### src/rtl/dmux_seq_pkg.sv
// Shared types and defaults for the demux frame sequencer.
package dmux_seq_pkg;

  typedef enum logic {
    IDLE,
    SEND
  } state_e;

  localparam int unsigned SEL_W_DEF  = 3;
  localparam int unsigned DATA_W_DEF = 8;
  localparam int unsigned HOLD_DEF   = 2;
  localparam int unsigned HOLD_CNT_W = 8;

endpackage

### src/rtl/dmux_frame_sequencer_slot_timer.sv
// Hold/slot counter pair: each slot lasts HOLD cycles, slots run 0..2**SEL_W-1.
module slot_timer
  import dmux_seq_pkg::*;
#(
  parameter int unsigned SEL_W = SEL_W_DEF,
  parameter int unsigned HOLD  = HOLD_DEF
) (
  input  logic             clk,
  input  logic             rst_n,
  input  logic             start,
  input  logic             clear,
  output logic [SEL_W-1:0] slot,
  output logic [SEL_W-1:0] slot_nxt,
  output logic             last_cycle_of_slot,
  output logic             last_cycle_of_frame
);

  logic [SEL_W-1:0]      slot_q, slot_d;
  logic [HOLD_CNT_W-1:0] hold_q, hold_d;

  assign last_cycle_of_slot  = (hold_q == HOLD_CNT_W'(HOLD - 1));
  assign last_cycle_of_frame = last_cycle_of_slot && (slot_q == '1);

  always_comb begin
    slot_d = slot_q;
    hold_d = hold_q;
    if (clear || start) begin
      slot_d = '0;
      hold_d = '0;
    end else if (last_cycle_of_slot) begin
      hold_d = '0;
      slot_d = slot_q + SEL_W'(1);
    end else begin
      hold_d = hold_q + HOLD_CNT_W'(1);
    end
  end

  always_ff @(posedge clk or negedge rst_n) begin
    if (!rst_n) begin
      slot_q <= '0;
      hold_q <= '0;
    end else begin
      slot_q <= slot_d;
      hold_q <= hold_d;
    end
  end

  assign slot     = slot_q;
  assign slot_nxt = slot_d;

endmodule

### src/rtl/dmux_frame_sequencer.sv
// Back-pressured feeder that walks a captured word bit-by-bit onto a 1-to-N demux.
module dmux_frame_sequencer
  import dmux_seq_pkg::*;
#(
  parameter int unsigned SEL_W  = SEL_W_DEF,
  parameter int unsigned DATA_W = DATA_W_DEF,
  parameter int unsigned HOLD   = HOLD_DEF
) (
  input  logic              clk,
  input  logic              rst_n,
  input  logic              in_valid,
  input  logic [DATA_W-1:0] in_data,
  output logic              in_ready,
  input  logic              flush,
  output logic [SEL_W-1:0]  sel,
  output logic              dout,
  output logic              slot_valid,
  output logic              frame_done,
  output logic              busy
);

  if (DATA_W != (1 << SEL_W)) begin : g_width_check
    $error("DATA_W must equal 2**SEL_W");
  end
  if (HOLD < 1 || HOLD > 255) begin : g_hold_check
    $error("HOLD must be in 1..255");
  end

  state_e            state_q, state_d;
  logic [DATA_W-1:0] shadow_q, shadow_d;
  logic              dout_q, dout_d;
  logic              slot_valid_q, slot_valid_d;
  logic              frame_done_q, frame_done_d;
  logic              busy_q, busy_d;

  logic              accept;
  logic              frame_end;
  logic              timer_clear;
  logic [SEL_W-1:0]  slot, slot_nxt;
  logic              last_slot, last_frame;

  slot_timer #(
    .SEL_W (SEL_W),
    .HOLD  (HOLD)
  ) u_slot_timer (
    .clk                 (clk),
    .rst_n               (rst_n),
    .start               (accept),
    .clear               (timer_clear),
    .slot                (slot),
    .slot_nxt            (slot_nxt),
    .last_cycle_of_slot  (last_slot),
    .last_cycle_of_frame (last_frame)
  );

  assign frame_end = (state_q == SEND) && last_frame;
  assign in_ready  = !flush && ((state_q == IDLE) || frame_end);
  assign accept    = in_valid && in_ready;

  always_comb begin
    state_d      = state_q;
    shadow_d     = shadow_q;
    frame_done_d = 1'b0;
    if (flush) begin
      state_d = IDLE;
    end else begin
      frame_done_d = frame_end;
      if (accept) begin
        state_d  = SEND;
        shadow_d = in_data;
      end else if (frame_end) begin
        state_d = IDLE;
      end
    end

    timer_clear  = (state_d == IDLE);
    slot_valid_d = (state_d == SEND);
    busy_d       = (state_d == SEND);

    // dout only moves on slot boundaries; the shadow word is frozen within a frame.
    if (state_d == IDLE) begin
      dout_d = 1'b0;
    end else if (accept || last_slot) begin
      dout_d = shadow_d[slot_nxt];
    end else begin
      dout_d = dout_q;
    end
  end

  always_ff @(posedge clk or negedge rst_n) begin
    if (!rst_n) begin
      state_q      <= IDLE;
      shadow_q     <= '0;
      dout_q       <= 1'b0;
      slot_valid_q <= 1'b0;
      frame_done_q <= 1'b0;
      busy_q       <= 1'b0;
    end else begin
      state_q      <= state_d;
      shadow_q     <= shadow_d;
      dout_q       <= dout_d;
      slot_valid_q <= slot_valid_d;
      frame_done_q <= frame_done_d;
      busy_q       <= busy_d;
    end
  end

  assign sel        = slot;
  assign dout       = dout_q;
  assign slot_valid = slot_valid_q;
  assign frame_done = frame_done_q;
  assign busy       = busy_q;

endmodule

### config.mk
export PLATFORM = sky130hd
export DESIGN_NAME = dmux_frame_sequencer
export DESIGN_NICKNAME = d
export VERILOG_FILES = /design/src/rtl/dmux_seq_pkg.sv /design/src/rtl/dmux_frame_sequencer_slot_timer.sv /design/src/rtl/dmux_frame_sequencer.sv
export SDC_FILE = /design/constraint.sdc
export NUM_CORES = 1
export LEC_CHECK = 0
export CORE_UTILIZATION = 45
export DETAILED_ROUTE_END_ITERATION = 8
export PLACE_DENSITY = 0.75
export SLEW_MARGIN = 10
export SYNTH_ARGS = -nofsm -noshare
export SYNTH_HDL_FRONTEND = slang
export SYNTH_SLANG_ARGS = --single-unit
### constraint.sdc
create_clock -name clk -period 2.82 [get_ports clk]
set_clock_uncertainty 0.15 [all_clocks]
set_input_delay 0.423 -clock clk [delete_from_list [all_inputs] [get_ports clk]]
set_output_delay 0.423 -clock clk [all_outputs]
set_load 0.05 [all_outputs]
==> metrics.csv <==
metric,value,unit
FF-to-FF path depth,8,
CP Data Required Time,2.25,ns
NumNets Final,147,
GRT overflow,0,
antenna violations before repair,0,
gate count of the mapped netlist,106,
Non-Filler Instances,157,
CTS tree,built,
Rel. slew slack,64.8,%
ys flop type,dfrtp_1,
DRC Markers,0,
placed cell count,154,
Post-CTS Setup Bufs,0,
M1 WL,1.09,mm
wire length per cell,15.1,um
# hold bufs at CTS,0,
Setup TNS Final,0,ns
crit path time final,2.61,ns
final setup violation count,0,
slowest CP cell,nor3_1,
Worst VDD drop,0.342,mV
CP Capture Type,output pin,
"Largest stage delay, worst path",0.47,ns
Antenna Cells,0,
largest net degree at the start of global routing,23,
Yosys cell types,35,
clock root buffer master,clkbuf_4,
layout cells sized above 1,10.1,%
max-slew violations,0,
Die ar.,2770,um2
worst min-delay path class,primary input to asynchronous set/reset pin,
CTS buffer count,3,
Worst-Skew Late Latency,0.31,ns
Setup Crit Path Kind,flip-flop to output pin,
Die X-Extent,52.7,um
area grow syn2layout,23.0,%
routability cong.,0.851,
via count,913,
R2R setup slack,0.32,ns
fillcell total,194,
Port Buffers,19,
post-CTS sizing,0,
"Cell Area, Synth",1150,um2
initial cell density of the core,49.8,%
DR WL met3,158,um
Ys Warns,0,
"Clk pin slew, worst setup/hold paths",0.12,ns
Yosys reg bits,22,
fin crit share,92.7,%
WL final,2.36,mm
first-pass GRT wire length,3.97,mm
"commonest non-fill, non-tap cells in the layout","dfrtp_1 (22), clkdlybuf4s50_1 (18), nor2_1 (11)",
chip height,52.7,um
DRT antenna net count,0,
Std-Cell Rows,17,
I/O pin cnt,20,
vias in the first global route,876,
pwr dens,431,nW/um2
met2 WL post-DR,1.07,mm
Hold Worst Slack,0.285,ns
status,"finished, final reports clean",
Total GRT Usage,20.1,%
leakage,0.624,nW
Via density,5.82,
"CP delay by family, top",simple AND/OR/NAND/NOR gates,
Post-synth EDFFs,0,
First-pass DRT Iterations,4,
CP arrival,2.04,ns
top sig layer,met4,
Worst setup SP type,flip-flop,
crit-path cells,nor3_1 -> nand2_1 -> o21a_1 -> nor2_1 -> buf_12,
crit-path max FO,6,
clock sinks,22,
1st-iter DRT viols,11,
Core ar.,2320,um2
Tightest Pin Transition,0.525,ns
"most common cell after layout, fill and taps aside",dfrtp_1,
register area share after synthesis,47.7,%
asr flop ratio synth,100,%
Worst R2R End,dout$_DFFE_PN0P_,
maximum buffer depth of the clock tree,2,
RSZ-0062 raised after global routing,false,
"Hold Vio Cnt, Final",0,
CP bufs+invs,1,
syn avg cell area,10.9,um2
maxcap violations,0,
Post-Syn Nets,122,
CTS HTree Levels,1,
hpwl dp,1.75,mm
RR Startpoint,u_slot_timer.hold_q[1]$_DFF_PN0_,
Max Clk Rate,0.383,GHz
synth_stat cells (2+ instances only):
cell	instances	share of area, %
nor3_1	2	0.87
o211ai_1	4	2.6
and3_1	3	1.6
ha_1	4	4.3
xor2_1	5	3.8
nand3_1	5	2.2
a21oi_1	2	0.87
mux2_1	4	3.9
nand4_1	2	1.1
a32oi_1	2	1.5
mux2_4	2	2.6
dfrtp_1	22	48
nor2b_1	5	2.7
nand2_1	3	0.98
o21ai_1	3	1.3
nor2_1	11	3.6
a211oi_1	3	2.0
and2_1	2	1.1
inv_1	5	1.6
a21boi_1	2	1.3
sequential cells by signal, summed over array words and instances, names as in the netlist:
name,flops
busy,1
shadow_q,8
frame_done,1
u_slot_timer.hold_q,8
u_slot_timer.slot,3
dout,1
through the flow:
step,power [mW],setup WS (ns),cell area (um2),util (%)
6_report,0.612,0.207,1420,61.3
4_1_cts,0.617,0.179,1420,61.3
3_3_place_gp,0.470,0.384,1400,60.3
2_1_floorplan,0.425,0.215,1150,-
3_5_place_dp,0.475,0.288,1400,60.3
5_1_grt,0.638,0.0490,1420,61.3
where the power goes:
group	internal [mW]	switching [mW]
clock	0.0500	0.0932
sequential	0.339	0.0134
combinational	0.0564	0.0592
how the worst max path moves through the flow:
stage                                          start               end  slack, ns  cells after the start
floorplan             u_slot_timer.slot[0]$_DFF_PN0_          in_ready       0.21                      5
global placement    u_slot_timer.hold_q[1]$_DFF_PN0_  dout$_DFFE_PN0P_       0.38                      8
detailed placement                          in_valid  dout$_DFFE_PN0P_       0.29                      7
global route        u_slot_timer.hold_q[6]$_DFF_PN0_          in_ready       0.05                      5
finish              u_slot_timer.hold_q[3]$_DFF_PN0_          in_ready       0.21                      5
CTS                 u_slot_timer.hold_q[3]$_DFF_PN0_          in_ready       0.18                      5
cells by family (layout without fill, tap and decap cells):
| logic type | Yosys count | count (layout) | synth area share (%) |
|---|---|---|---|
| fa+ha+maj | 4 | 4 | 4.33 |
| buf+inv | 7 | 30 | 2.60 |
| xor+xnor | 6 | 6 | 4.55 |
| compound gates | 20 | 20 | 13.2 |
| mux | 6 | 6 | 6.50 |
| simple gates | 41 | 41 | 21.1 |
| flops | 22 | 22 | 47.7 |
routing by layer:
metal / vias up / global-route usage, %
met2: 41 / 29.5
li1: 433 / -
met4: 0 / 11.4
met1: 434 / 27.4
met3: 5 / 3.77
met5: - / 0
final cells by class:
cell class	count	area, um2	area share (%)
multi-input combinational	77	574	40.4
timing repair buffer	21	215	15.2
sequential	22	551	38.8
inverter	6	22.5	1.59
tap	28	35.0	2.47
clock buffer	3	22.5	1.59
No activity file was read; power rests on OpenSTA's default activity.
